[config.mk]
export PLATFORM = sky130hd
export DESIGN_NAME = demux1_4_router_flat
export DESIGN_NICKNAME = d
export VERILOG_FILES = /design/src/rtl/demux1_4_router_pkg.sv /design/src/rtl/demux1_4_router_if.sv /design/src/rtl/demux1_4_router_chan_buf.sv /design/src/rtl/demux1_4_router.sv /design/src/flat_wrapper.sv
export SDC_FILE = /design/constraint.sdc
export NUM_CORES = 1
export LEC_CHECK = 0
export ABC_AREA = 1
export BUFFER_PORTS_ARGS = -buffer_cell sky130_fd_sc_hd__buf_2
export CORE_MARGIN = 3
export CORE_UTILIZATION = 52
export DETAILED_ROUTE_END_ITERATION = 8
export PLACE_DENSITY = 0.85
export REMOVE_ABC_BUFFERS = 1
export SLEW_MARGIN = 0
export SYNTH_ARGS = -nofsm -noshare
export SYNTH_HDL_FRONTEND = slang
export SYNTH_SLANG_ARGS = --single-unit
[constraint.sdc]
create_clock -name clk -period 1.74 [get_ports clk]
set_input_delay 0.174 -clock clk [delete_from_list [all_inputs] [get_ports clk]]
set_output_delay 0.174 -clock clk [all_outputs]
set_load 0.005 [all_outputs]
[src/rtl/demux1_4_router_pkg.sv]
// Shared constants and types for the 1:4 demux router.
// Contents: data/counter widths, channel count, select width, and the
// per-channel holding-buffer state enum.
package demux_pkg;
  localparam int DATA_W = 16;
  localparam int CNT_W  = 8;
  localparam int NUM_CH = 4;
  localparam int SEL_W  = 2;

  typedef enum logic {
    EMPTY = 1'b0,
    FULL  = 1'b1
  } chan_state_t;
endpackage

[src/rtl/demux1_4_router_if.sv]
// Bus interface of the 1:4 demux router.
// Source side : in_valid, in_ready, in_data, in_sel
// Sink side   : out_valid[3:0], out_ready[3:0], out_data0..3, out_cnt
// Handshake   : a word moves on any cycle where valid and ready are both 1.
//               Valid, once raised, holds with stable data until accepted;
//               ready may be computed combinationally from the other side's
//               state but never from valid.
// Modports    : master = the source/sink environment, slave = the router.
interface demux1_4_router_if;
  import demux_pkg::*;

  logic                    in_valid;
  logic                    in_ready;
  logic [DATA_W-1:0]       in_data;
  logic [SEL_W-1:0]        in_sel;
  logic [NUM_CH-1:0]       out_valid;
  logic [NUM_CH-1:0]       out_ready;
  logic [DATA_W-1:0]       out_data0;
  logic [DATA_W-1:0]       out_data1;
  logic [DATA_W-1:0]       out_data2;
  logic [DATA_W-1:0]       out_data3;
  logic [NUM_CH*CNT_W-1:0] out_cnt;

  modport master (
    output in_valid, in_data, in_sel, out_ready,
    input  in_ready, out_valid, out_data0, out_data1, out_data2, out_data3,
           out_cnt
  );

  modport slave (
    input  in_valid, in_data, in_sel, out_ready,
    output in_ready, out_valid, out_data0, out_data1, out_data2, out_data3,
           out_cnt
  );
endinterface

[src/rtl/demux1_4_router_chan_buf.sv]
// One-entry registered holding buffer with a delivered-word counter.
// Ports:
//   clk, rst_n : clock, asynchronous active-low reset
//   i_push     : load i_data this cycle (only asserted when the slot is free
//                or being popped in the same cycle)
//   i_data     : word to load
//   i_ready    : sink accepts the held word
//   o_valid    : slot holds a word
//   o_data     : held word (holds its last value after a pop)
//   o_cnt      : number of words delivered, wrapping
//   o_state    : current buffer state, for observation
module demux_chan_buf
  import demux_pkg::*;
(
  input  logic              clk,
  input  logic              rst_n,
  input  logic              i_push,
  input  logic [DATA_W-1:0] i_data,
  input  logic              i_ready,
  output logic              o_valid,
  output logic [DATA_W-1:0] o_data,
  output logic [CNT_W-1:0]  o_cnt,
  output chan_state_t       o_state
);
  chan_state_t       r_state;
  logic [DATA_W-1:0] r_data;
  logic [CNT_W-1:0]  r_cnt;
  logic              w_pop;

  assign w_pop = (r_state == FULL) & i_ready;

  always_ff @(posedge clk or negedge rst_n) begin
    if (!rst_n) begin
      r_state <= EMPTY;
      r_data  <= '0;
      r_cnt   <= '0;
    end else begin
      if (w_pop) r_cnt <= r_cnt + CNT_W'(1);
      case (r_state)
        EMPTY: begin
          if (i_push) begin
            r_state <= FULL;
            r_data  <= i_data;
          end
        end
        FULL: begin
          // A push while FULL implies a same-cycle pop: refill without a bubble.
          if (i_push) r_data <= i_data;
          else if (i_ready) r_state <= EMPTY;
        end
        default: r_state <= EMPTY;
      endcase
    end
  end

  assign o_valid = (r_state == FULL);
  assign o_data  = r_data;
  assign o_cnt   = r_cnt;
  assign o_state = r_state;
endmodule

[src/rtl/demux1_4_router.sv]
// 1:4 demux router: steers one source word stream into one of four
// one-entry sink buffers, one clock from acceptance to out_valid.
// Ports:
//   clk, rst_n   : clock, asynchronous active-low reset
//   in_bcast     : (only with DEMUX_BCAST_EN) push the word into all channels
//   bus          : demux1_4_router_if slave (source + four sinks + counters)
//   o_dbg_state  : per-channel buffer state
// Build option: define DEMUX_BCAST_EN to add the broadcast input.
module demux1_4_router
  import demux_pkg::*;
(
  input  logic                     clk,
  input  logic                     rst_n,
`ifdef DEMUX_BCAST_EN
  input  logic                     in_bcast,
`endif
  demux1_4_router_if.slave         bus,
  output chan_state_t [NUM_CH-1:0] o_dbg_state
);
  logic [NUM_CH-1:0] w_valid;
  logic [NUM_CH-1:0] w_push;
  logic [DATA_W-1:0] w_data [NUM_CH];
  logic [CNT_W-1:0]  w_cnt  [NUM_CH];
  logic              w_sel_ok;
  logic              w_bcast;
  logic              w_fire;

  // Readiness looks only at the addressed channel so a stalled sink never
  // blocks traffic headed elsewhere.
  assign w_sel_ok = ~w_valid[bus.in_sel] | bus.out_ready[bus.in_sel];

`ifdef DEMUX_BCAST_EN
  logic w_all_ok;
  assign w_all_ok     = &(~w_valid | bus.out_ready);
  assign w_bcast      = in_bcast;
  assign bus.in_ready = w_bcast ? w_all_ok : w_sel_ok;
`else
  assign w_bcast      = 1'b0;
  assign bus.in_ready = w_sel_ok;
`endif

  assign w_fire = bus.in_valid & bus.in_ready;

  always_comb begin
    w_push = '0;
    for (int i = 0; i < NUM_CH; i++) begin
      w_push[i] = w_fire & (w_bcast | (bus.in_sel == SEL_W'(i)));
    end
  end

  for (genvar g = 0; g < NUM_CH; g++) begin : g_chan
    demux_chan_buf u_buf (
      .clk     (clk),
      .rst_n   (rst_n),
      .i_push  (w_push[g]),
      .i_data  (bus.in_data),
      .i_ready (bus.out_ready[g]),
      .o_valid (w_valid[g]),
      .o_data  (w_data[g]),
      .o_cnt   (w_cnt[g]),
      .o_state (o_dbg_state[g])
    );
  end

  always_comb begin
    bus.out_cnt = '0;
    for (int i = 0; i < NUM_CH; i++) begin
      bus.out_cnt[i*CNT_W +: CNT_W] = w_cnt[i];
    end
  end

  assign bus.out_valid = w_valid;
  assign bus.out_data0 = w_data[0];
  assign bus.out_data1 = w_data[1];
  assign bus.out_data2 = w_data[2];
  assign bus.out_data3 = w_data[3];
endmodule

[src/flat_wrapper.sv]
// flat-port wrapper written by rule: the top's interface ports become plain ports
module demux1_4_router_flat import demux_pkg::*;
  (clk, rst_n, o_dbg_state, bus_in_valid, bus_in_data, bus_in_sel, bus_out_ready, bus_in_ready, bus_out_valid, bus_out_data0, bus_out_data1, bus_out_data2, bus_out_data3, bus_out_cnt);
  demux1_4_router_if bus_i ();
  input  logic clk;
  input  logic rst_n;
  output chan_state_t [NUM_CH-1:0] o_dbg_state;
  input wire logic [$bits(bus_i.in_valid)-1:0] bus_in_valid;
  input wire logic [$bits(bus_i.in_data)-1:0] bus_in_data;
  input wire logic [$bits(bus_i.in_sel)-1:0] bus_in_sel;
  input wire logic [$bits(bus_i.out_ready)-1:0] bus_out_ready;
  output wire logic [$bits(bus_i.in_ready)-1:0] bus_in_ready;
  output wire logic [$bits(bus_i.out_valid)-1:0] bus_out_valid;
  output wire logic [$bits(bus_i.out_data0)-1:0] bus_out_data0;
  output wire logic [$bits(bus_i.out_data1)-1:0] bus_out_data1;
  output wire logic [$bits(bus_i.out_data2)-1:0] bus_out_data2;
  output wire logic [$bits(bus_i.out_data3)-1:0] bus_out_data3;
  output wire logic [$bits(bus_i.out_cnt)-1:0] bus_out_cnt;
  assign bus_i.in_valid = bus_in_valid;
  assign bus_i.in_data = bus_in_data;
  assign bus_i.in_sel = bus_in_sel;
  assign bus_i.out_ready = bus_out_ready;
  assign bus_in_ready = bus_i.in_ready;
  assign bus_out_valid = bus_i.out_valid;
  assign bus_out_data0 = bus_i.out_data0;
  assign bus_out_data1 = bus_i.out_data1;
  assign bus_out_data2 = bus_i.out_data2;
  assign bus_out_data3 = bus_i.out_data3;
  assign bus_out_cnt = bus_i.out_cnt;
  demux1_4_router u_core (.clk(clk), .rst_n(rst_n), .bus(bus_i), .o_dbg_state(o_dbg_state));
endmodule
==> flow_metrics.py, run 1 <==
metrics = {
    "run_status": {
        "outcome": "finished, final reports clean",
    },
    "critical_path": {
        "crit_arrival_ps": 1470,
        "endpoint_kind": "primary output",
        "cp-start-kind": "flip-flop",
        "required_ps": 1570,
        "critPathKind": "flip-flop to primary output",
        "path_max_fanout": 18,
    },
    "sta": {
        "hold_viol_final": 0,
        "drv_slew": 0,
        "finalSetupTns_ps": 0,
        "rsz0062_at_grt": "false",
        "setup_violations": 0,
        "tightest_slew_ps": 495,
        "fmax_mhz": 607,
        "final.min_clock_period_ps": 1650,
        "fin_crit_sh": 0.948,
        "maxSlewHeadroom": 0.670,
        "finalClockSkew_ps": 9.36,
    },
    "synthesis": {
        "synth_edf_count": 0,
        "ys_seq_area_frac": 0.555,
        "ys.flop_type": "dfrtp_1",
        "synth_cell_types": 31,
        "synthCells": 478,
        "yosysWarnings": 0,
        "yosysTopAreaCell": "dfrtp_1",
        "syn_area_sq_mm": 0.00451,
        "synthTopCellsByArea": "dfrtp_1, nand2_1, nand4_1, xor2_1, buf_6",
        "ys_async_sr_fraction": 1.00,
        "ys_ff_latch": 100,
        "avgSynthCellArea_sq_um": 9.44,
        "yosys.area.top_type_share": 0.555,
    },
    "power_and_ir_drop": {
        "ir_worst_vdd_uv": 611,
        "clockPowerShare": 0.208,
        "internal_power_uw": 4090,
        "switchingPower_uw": 2080,
        "pwr-share-comb": 0.261,
        "switching_share": 0.337,
        "total_power_uw": 6170,
        "pwr-share-seq": 0.531,
        "p_per_area_mw_per_mm2": 1150,
        "p_leak_uw": 0.00302,
    },
    "finish": {
        "area_delta_synth_final_pct": 19.1,
        "multi_input_area_sq_mm": 0.00168,
        "antenna_cells": 0,
        "register_area_sq_mm": 0.00250,
        "drive_gt1_frac": 0.302,
        "n_fill_cell": 723,
        "nets": 631,
    },
    "global_route": {
        "grt_usage": 0.223,
        "first_global_vias": 3525,
        "antenna_found_initial": 0,
        "grt_pass1_wl_mm": 17.5,
        "grt-ovfl-total": 0,
        "grt_max_degree": 47,
    },
    "drt": {
        "drcViolationCount": 0,
        "dr.pass1.iters": 4,
        "avgRoutedWirePerCell_microns": 15.3,
        "dr.first_iter.drc_count": 216,
        "via_per_inst": 5.29,
        "wl_mm": 10.9,
        "vias": 3760,
        "ant_nets": 0,
    },
    "placed_design": {
        "dpl.hpwl_mm": 7.77,
        "gp_congestion": 0.831,
        "io_buffers": 129,
    },
    "floorplanning": {
        "start_util": 0.541,
        "die_area_sq_mm": 0.00983,
        "rows": 33,
        "io_pins": 130,
        "fp.dieH_microns": 99.2,
        "coreArea_sq_mm": 0.00834,
        "die_w_microns": 99.2,
    },
    "cts": {
        "htree_levels": 3,
        "clk_latency_ps": 360,
        "clk_pin_slew_worst_paths_ps": 90,
        "cts.sinks": 100,
        "cts_buffers": 9,
        "root_buffer": "clkbuf_8",
        "tritoncts": "yes",
        "clk_path_buf_depth": 2,
    },
    "run": {
        "drv_cap": 0,
    },
    "min_path": {
        "min-delay-path-class": "primary input to flip-flop",
    },
}
## cell usage after synthesis, types with 2 or more instances
master    instances
buf_1             2
buf_2            11
buf_4             9
buf_6             7
clkbuf_1          3
dfrtp_1         100
ha_1              4
inv_1            19
inv_2             7
nand2_1         176
nand2_2           4
nand3_1           9
nand3_4           4
nand4_1          66
nor2_1           12
nor2_2            2
nor3_1            3
o21ai_1           5
xnor2_1           6
xor2_1           18
## placed cells by master (no fill, tap or decap), types with 2 or more instances in the layout
cell type   netlist  routed
nor3_1            3       3
o21ai_1           5       5
nand4_1          66      66
xor2_1           18      18
clkinv_2          0       3
ha_1              4       4
clkbuf_8          0       9
buf_12            0       2
nor2_2            2       2
nand2_1         176     176
inv_2             7       7
xnor2_1           6       6
clkinvlp_4        0       2
buf_4             9      14
nor2_1           12      12
dfrtp_1         100      99
buf_2            11     128
nand3_4           4       4
nand2_2           4       4
inv_1            19      19
nand3_1           9       9
## metrics by stage
stage	hold slack [ps]	instances	utilization	area [sq um]	setup WS, ps
2_1_floorplan	-122	445	-	4280	319
3_3_place_gp	162	693	0.622	5190	208
3_5_place_dp	167	693	0.622	5190	113
4_1_cts	14.1	709	0.642	5350	41.3
5_1_grt	15.0	711	0.644	5370	12.9
6_report	19.4	711	0.644	5370	91.3
## worst max-delay path, cell delays in order (launching register included)
cell and delay (ps):
dfrtp_1 410, nand2_1 70, nand2_1 70, nand2_1 60, nand2_2 170, nand2_8 160, buf_2 170
## area by class of cell
cell class                      instances  area share
Multi-Input combinational cell        318       0.312
Sequential cell                       100       0.466
Clock buffer                           10      0.0237
Clock inverter                          5     0.00559
Inverter                               28      0.0200
Timing Repair Buffer                  145       0.148
Tap cell                              105      0.0244
## kinds of logic after synthesis
kind of cell | synth area share
flops | 0.555
fa+ha+maj | 0.0111
simple gates | 0.301
compound gates | 0.00832
mux | 0.00250
xor+xnor | 0.0466
buf+inv | 0.0760
## repair_timing
item	4_1_cts	5_1_grt
hold endpoints to repair	34	0
gates resized for setup	0	1
setup endpoints to repair	0	1
buffers inserted	0	1
hold buffers	1	0
## per-layer routing
layer | GRT usage | routed length (microns) | vias up
met5 | 0 | 0 | -
met4 | 0.0641 | 100 | 0
met3 | 0.0568 | 971 | 11
met2 | 0.353 | 5290 | 159
met1 | 0.307 | 4550 | 1778
li1 | - | - | 1812
## power groups by stage
stage,clock (uW),combinational (uW),sequential (uW)
3_3_place_gp,0,1540,3290
6_report,1280,1610,3270
4_1_cts,1310,1630,3280
5_1_grt,1400,1830,3350
2_1_floorplan,0,672,3310
3_5_place_dp,0,1630,3310
## state kept, by name, indices dropped and copies added, names as in the netlist
name and count:
u_core.g_chan.u_buf.o_data 64, u_core.g_chan.u_buf.o_state 4, u_core.g_chan.u_buf.o_cnt 32
## final timing paths
check                      cells after the start                           endpoint                         startpoint  slack, ps
max in group asynchronous                      3     u_core.g_chan[2].u_buf.o_state                              rst_n        800
min                                            2     u_core.g_chan[1].u_buf.o_state                   bus_out_ready[1]         20
min in group asynchronous                      2    u_core.g_chan[1].u_buf.o_cnt[4]                              rst_n        300
max reg2reg                                    8  u_core.g_chan[0].u_buf.o_data[11]     u_core.g_chan[2].u_buf.o_state        240
min reg2reg                                    2  u_core.g_chan[0].u_buf.o_data[15]  u_core.g_chan[0].u_buf.o_data[15]        470
max                                            6                       bus_in_ready     u_core.g_chan[3].u_buf.o_state         90
No activity file was read; power rests on OpenSTA's default activity.
==> run 2, diff against run 1 <==
Settings changed: CORE_ASPECT_RATIO from default to 1.25.
==> run 2 against run 1 <==
Setup slack got worse by 34 ps. Sequential share of layout area down 0.34 points. Core utilization increased by 0.49 points. Sequential cell count did not move. Non-clock buffer count down 2. Routed wire length is essentially flat. Combinational power about the same. Sequential power about the same. First-iteration DRC count decreased by 7.9%.
==> flow_metrics.py, run 2 (synthesis gave the netlist of run 1 again) <==
metrics = {
    "critical_path": {
        "path_common_cell": "nand2_1",
        "critPathKind": "flip-flop to primary output",
        "cp_slowest_cell": "dfrtp_1",
        "max_stage_delay_ps": 440,
        "required_ps": 1570,
        "endpoint_kind": "primary output",
        "path_buf_inv": 1,
        "cp_top_family": "simple AND/OR/NAND/NOR gates",
        "path_max_fanout": 15,
        "crit_arrival_ps": 1510,
        "crit_chain": "nand2_1, nand2_1, nand2_1, nand2_2, nand2_8, buf_2",
        "cp-start-kind": "flip-flop",
    },
    "finish": {
        "largest_reg_flops": 64,
        "area_delta_synth_final_pct": 19.9,
        "register_area_sq_mm": 0.00250,
        "multi_input_area_sq_mm": 0.00168,
        "nets": 629,
        "final_common_cell": "nand2_1",
        "n_fill_cell": 701,
        "stdcell_area_sq_mm": 0.00541,
        "drive_gt1_frac": 0.299,
        "fin_cells": 702,
        "final_cell_mix": "nand2_1, buf_2, dfrtp_1",
        "antenna_cells": 0,
    },
    "floorplanning": {
        "fp.dieH_microns": 110,
        "die_area_sq_mm": 0.00984,
        "io_pins": 130,
        "start_util": 0.541,
        "rows": 37,
        "die_w_microns": 89.3,
        "coreArea_sq_mm": 0.00833,
    },
    "placed_design": {
        "place_area_sq_mm": 0.00516,
        "io_buffers": 129,
        "dp.cells": 681,
        "dpl.hpwl_mm": 7.51,
        "gp_congestion": 0.804,
    },
    "cts": {
        "root_buffer": "clkbuf_8",
        "tritoncts": "yes",
        "clk_pin_slew_worst_paths_ps": 90,
        "cts-resized-gates": 0,
        "clk_path_buf_depth": 2,
        "clk_latency_ps": 360,
        "cts.sinks": 100,
        "htree_levels": 3,
        "cts_buffers": 9,
    },
    "global_route": {
        "grt-ovfl-total": 0,
        "grt_pass1_wl_mm": 17.4,
        "grt_usage": 0.229,
        "first_global_vias": 3577,
        "antenna_found_initial": 0,
        "grt_max_degree": 92,
    },
    "drt": {
        "drcViolationCount": 0,
        "dr.pass1.iters": 4,
        "dr.first_iter.drc_count": 199,
        "wl_mm": 10.9,
        "wl_met2_mm": 5.34,
        "vias": 3804,
        "wl_met3_microns": 880,
        "wl_met1_mm": 4.53,
        "top_layer_used": "met4",
        "ant_nets": 0,
        "avgRoutedWirePerCell_microns": 15.5,
        "via_per_inst": 5.42,
    },
    "power_and_ir_drop": {
        "clockPowerShare": 0.238,
        "ir_worst_vdd_uv": 743,
        "p_per_area_mw_per_mm2": 1180,
        "switching_share": 0.333,
        "pwr-share-comb": 0.251,
        "switchingPower_uw": 2130,
        "p_leak_uw": 0.00305,
        "pwr-share-seq": 0.511,
        "internal_power_uw": 4270,
    },
    "sta": {
        "finalSetupTns_ps": 0,
        "fmax_mhz": 594,
        "maxSlewHeadroom": 0.654,
        "tightest_slew_ps": 519,
        "drv_slew": 0,
        "hold_viol_final": 0,
        "final.min_clock_period_ps": 1680,
        "rsz0062_at_grt": "false",
        "finalClockSkew_ps": 10.0,
        "fin_crit_sh": 0.967,
        "setup_violations": 0,
    },
    "run_status": {
        "outcome": "finished, final reports clean",
    },
    "run": {
        "drv_cap": 0,
    },
    "min_path": {
        "min-delay-path-class": "primary input to flip-flop",
    },
}
-- run 2: changes by cell type in the layout (fill, tap and decap cells not counted), sizes merged --
cell,change
clkinvlp,-2
inv,+3
buf,-3
clkbuf,-1
bufinv,+1
dlygate4sd3,+1
-- run 2: per-layer routing --
layer  vias to the layer above  global-route usage
li1                       1805                   -
met1                      1809               0.294
met2                       176               0.383
met3                        14              0.0454
met4                         0              0.0809
met5                         -                   0
-- run 2: what timing repair did --
action / 4_1_cts / 5_1_grt
endpoints found under the setup margin: 0 / 1
setup buffers: 0 / 2
hold buffers: 2 / 0
hold endpoints to repair: 101 / 0
-- run 2: area by class of cell --
| class | count | share of cell area |
|---|---|---|
| Tap cell | 97 | 0.0224 |
| Clock inverter | 7 | 0.0150 |
| Multi-Input combinational cell | 318 | 0.310 |
| Sequential cell | 100 | 0.463 |
| Timing Repair Buffer | 143 | 0.147 |
| Clock buffer | 9 | 0.0229 |
| Inverter | 28 | 0.0199 |
-- run 2: through the flow --
stage	hold WS, ps	util	power [uW]	setup WS, ps
4_1_cts	7.29	0.646	6450	4.33
5_1_grt	13.2	0.649	6840	10.2
6_report	17.0	0.649	6400	57.2
2_1_floorplan	-122	-	3980	319
3_3_place_gp	14.7	0.619	4830	231
3_5_place_dp	16.3	0.619	4920	149
-- run 2: power by group through the flow --
stage	combinational (uW)	clock [uW]	sequential, uW
global route	1850	1650	3340
floorplan	672	0	3310
finish	1610	1530	3270
global placement	1550	0	3280
detailed placement	1610	0	3300
CTS	1630	1560	3270
-- run 2: worst register-to-register path: cells and delay by family (launching register included) --
| family | cells | cell delay, ps |
|---|---|---|
| and+or+nand+nor | 8 | 1020 |
| DFF | 1 | 440 |
-- run 2: worst paths after layout --
| path | startpoint | endpoint | slack (ps) | depth (start not counted) |
|---|---|---|---|---|
| worst max-delay path | u_core.g_chan[1].u_buf.o_state | bus_in_ready | 60 | 6 |
| worst min-delay path | bus_out_ready[1] | u_core.g_chan[1].u_buf.o_state | 20 | 2 |
| worst max register to register | u_core.g_chan[1].u_buf.o_state | u_core.g_chan[3].u_buf.o_data[4] | 190 | 8 |
| worst min register to register | u_core.g_chan[0].u_buf.o_data[3] | u_core.g_chan[0].u_buf.o_data[3] | 470 | 2 |
| max in group asynchronous | rst_n | u_core.g_chan[3].u_buf.o_data[14] | 830 | 3 |
| min in group asynchronous | rst_n | u_core.g_chan[0].u_buf.o_data[10] | 180 | 2 |
==> run 3, diff against run 2 <==
--- a/config.mk
+++ b/config.mk
@@ -6,9 +6,8 @@
 export NUM_CORES = 1
 export LEC_CHECK = 0
-export ABC_AREA = 1
 export BUFFER_PORTS_ARGS = -buffer_cell sky130_fd_sc_hd__buf_2
 export CORE_ASPECT_RATIO = 1.25
 export CORE_MARGIN = 3
-export CORE_UTILIZATION = 52
+export CORE_UTILIZATION = 51
 export DETAILED_ROUTE_END_ITERATION = 8
 export PLACE_DENSITY = 0.85
==> constraint.sdc (replaced) <==
create_clock -name clk -period 1.9 [get_ports clk]
set_input_delay 0.19 -clock clk [delete_from_list [all_inputs] [get_ports clk]]
set_output_delay 0.19 -clock clk [all_outputs]
set_load 0.1 [all_outputs]
==> run 3 against run 2 <==
Critical path type unchanged. Register-to-register slack gained 200 ps. Final area down 5.2%. Synthesized cell count decreased by 42%. Clock skew is 3.1 ps lower. Sequential cell count unchanged. Die area is 5.7% lower. Sequential share of layout area rose by 2.5 points. First-iteration DRC count down 65%. Critical path depth fell by 3. Hold slack gained 72 ps. Core utilization increased by 0.17 points.
==> flow_metrics.py, run 3 <==
metrics = {
    "global_route": {
        "grt_usage": 0.189,
        "grt_max_degree": 51,
        "grt-ovfl-total": 0,
        "first_global_vias": 2690,
        "antenna_found_initial": 0,
        "grt_pass1_wl_mm": 13.4,
    },
    "synthesis": {
        "post-synth-top-count-cell": "dfrtp_1",
        "ys_async_sr_fraction": 1.00,
        "yosys.area.top_type_share": 0.602,
        "ys.flop_type": "dfrtp_1",
        "synthCells": 275,
        "ys_ff_latch": 100,
        "synth_cell_types": 28,
        "synthTopCellsByArea": "dfrtp_1, mux2_2, mux2_4, xnor2_1, buf_4",
        "yosys-top-cells-count": "dfrtp_1, mux2_2, xnor2_1, mux2_4, nand2_1",
        "ys_seq_area_frac": 0.602,
        "yosysTopAreaCell": "dfrtp_1",
        "syn_area_sq_mm": 0.00416,
        "synth_edf_count": 0,
        "yosysWarnings": 0,
        "avgSynthCellArea_sq_um": 15.1,
    },
    "sta": {
        "drv_slew": 0,
        "setup_violations": 0,
        "hold_viol_final": 0,
        "tightest_slew_ps": 549,
        "fmax_mhz": 553,
        "final.min_clock_period_ps": 1810,
        "finalClockSkew_ps": 6.89,
        "fin_crit_sh": 0.952,
        "maxSlewHeadroom": 0.634,
        "rsz0062_at_grt": "false",
    },
    "finish": {
        "antenna_cells": 0,
        "multi_input_area_sq_mm": 0.00150,
        "largest_reg_flops": 64,
        "n_fill_cell": 603,
        "register_area_sq_mm": 0.00250,
        "area_delta_synth_final_pct": 23.4,
        "drive_gt1_frac": 0.544,
        "nets": 436,
        "final_common_cell": "buf_2",
        "fin_cells": 507,
        "final_cell_mix": "buf_2, dfrtp_1, mux2_2",
    },
    "floorplanning": {
        "fp.dieH_microns": 107,
        "io_pins": 130,
        "rows": 36,
        "coreArea_sq_mm": 0.00788,
        "die_area_sq_mm": 0.00928,
        "die_w_microns": 86.7,
        "start_util": 0.527,
    },
    "min_path": {
        "hold_depth": 2,
        "min-delay-path-class": "primary input to flip-flop",
        "holdPathEnd": "u_core.g_chan[3].u_buf.o_data[1]",
        "hold_start": "bus_in_data[1]",
    },
    "critical_path": {
        "cp-start-kind": "flip-flop",
        "critPathKind": "flip-flop to primary output",
        "regToRegEndpoint": "u_core.g_chan[2].u_buf.o_data[15]",
        "reg2regPathDepth": 4,
        "required_ps": 1710,
        "reg2reg_from": "u_core.g_chan[2].u_buf.o_state",
        "endpoint_kind": "primary output",
        "path_max_fanout": 6,
        "rrSetupSlack_ps": 390,
        "crit_arrival_ps": 1620,
    },
    "run_status": {
        "outcome": "finished, final reports clean",
    },
    "cts": {
        "cts_buffers": 9,
        "htree_levels": 3,
        "tritoncts": "yes",
        "clk_pin_slew_worst_paths_ps": 90,
        "cts.sinks": 100,
        "post_cts_buffers": 0,
        "clk_path_buf_depth": 2,
        "root_buffer": "clkbuf_8",
        "clk_latency_ps": 360,
    },
    "drt": {
        "vias": 2612,
        "ant_nets": 0,
        "drcViolationCount": 0,
        "via_per_inst": 5.15,
        "dr.first_iter.drc_count": 70,
        "wl_mm": 8.24,
        "avgRoutedWirePerCell_microns": 16.2,
        "dr.pass1.iters": 4,
    },
    "run": {
        "drv_cap": 0,
    },
    "placed_design": {
        "gp_congestion": 0.749,
        "dpl.hpwl_mm": 5.95,
        "dp.cells": 490,
        "io_buffers": 129,
    },
}
## run 3: worst max path at each step
stage	startpoint	slack (ps)	to	depth (start not counted)
after CTS	u_core.g_chan[1].u_buf.o_state	20	bus_in_ready	3
final	u_core.g_chan[2].u_buf.o_state	90	bus_in_ready	3
after floorplan	u_core.g_chan[0].u_buf.o_state	-1150	bus_in_ready	2
after global routing	u_core.g_chan[2].u_buf.o_state	10	bus_in_ready	3
after detailed placement	u_core.g_chan[0].u_buf.o_state	330	bus_in_ready	3
after global placement	u_core.g_chan[0].u_buf.o_state	360	bus_in_ready	3
## run 3: metal layers
| metal | vias to the layer above | GRT usage | wire (microns) |
|---|---|---|---|
| met3 | 12 | 0.0377 | 462 |
| met1 | 1311 | 0.225 | 3370 |
| met5 | - | 0 | 0 |
| met2 | 83 | 0.324 | 4240 |
| met4 | 0 | 0.0869 | 164 |
| li1 | 1206 | - | - |
## run 3: cell families (layout without fill, tap and decap cells)
group                      Yosys count  in the layout  synth area share
DFF                                100            100             0.602
muxes                               69             69             0.209
and+or+nand+nor                     55             55            0.0786
xor gates and xnor gates            28             28            0.0590
buffers and inverters               18            155            0.0385
adders and majority gates            4              4            0.0120
AOI/OAI and AO/OA                    1              1           0.00120
## run 3: area by class of cell
cell class | count | share of cell area
clock buffer | 12 | 0.0302
inverter | 4 | 0.00293
timing repair buffer | 135 | 0.145
sequential | 100 | 0.488
multi-input combinational | 157 | 0.292
clock inverter | 4 | 0.0185
tap | 95 | 0.0232
## run 3: critical path, cell delays in order (launching register included)
cell and delay, ps:
dfrtp_1 430, nand2b_1 130, mux4_2 500, buf_8 200
## run 3: timing repair
action | CTS | global route
hold buffers | 1 | 0
endpoints found under the setup margin | 1 | 1
resized for setup | 3 | 3
hold endpoints to repair | 42 | 0
## run 3: stage by stage
| step | util | setup TNS, ps | area, sq um | hold slack, ps | setup WS, ps |
|---|---|---|---|---|---|
| final | 0.651 | 0 | 5130 | 89.1 | 90.8 |
| after global routing | 0.651 | 0 | 5130 | 91.1 | 11.7 |
| after CTS | 0.651 | 0 | 5130 | 72.2 | 22.8 |
| after detailed placement | 0.616 | 0 | 4860 | 218 | 329 |
| after global placement | 0.616 | 0 | 4860 | 207 | 364 |
| after floorplan | - | -63880 | 4010 | -106 | -1150 |
Power of run 3 is not shown: default switching activity piles up to over one toggle a cycle in this logic, so the estimate is an artifact.
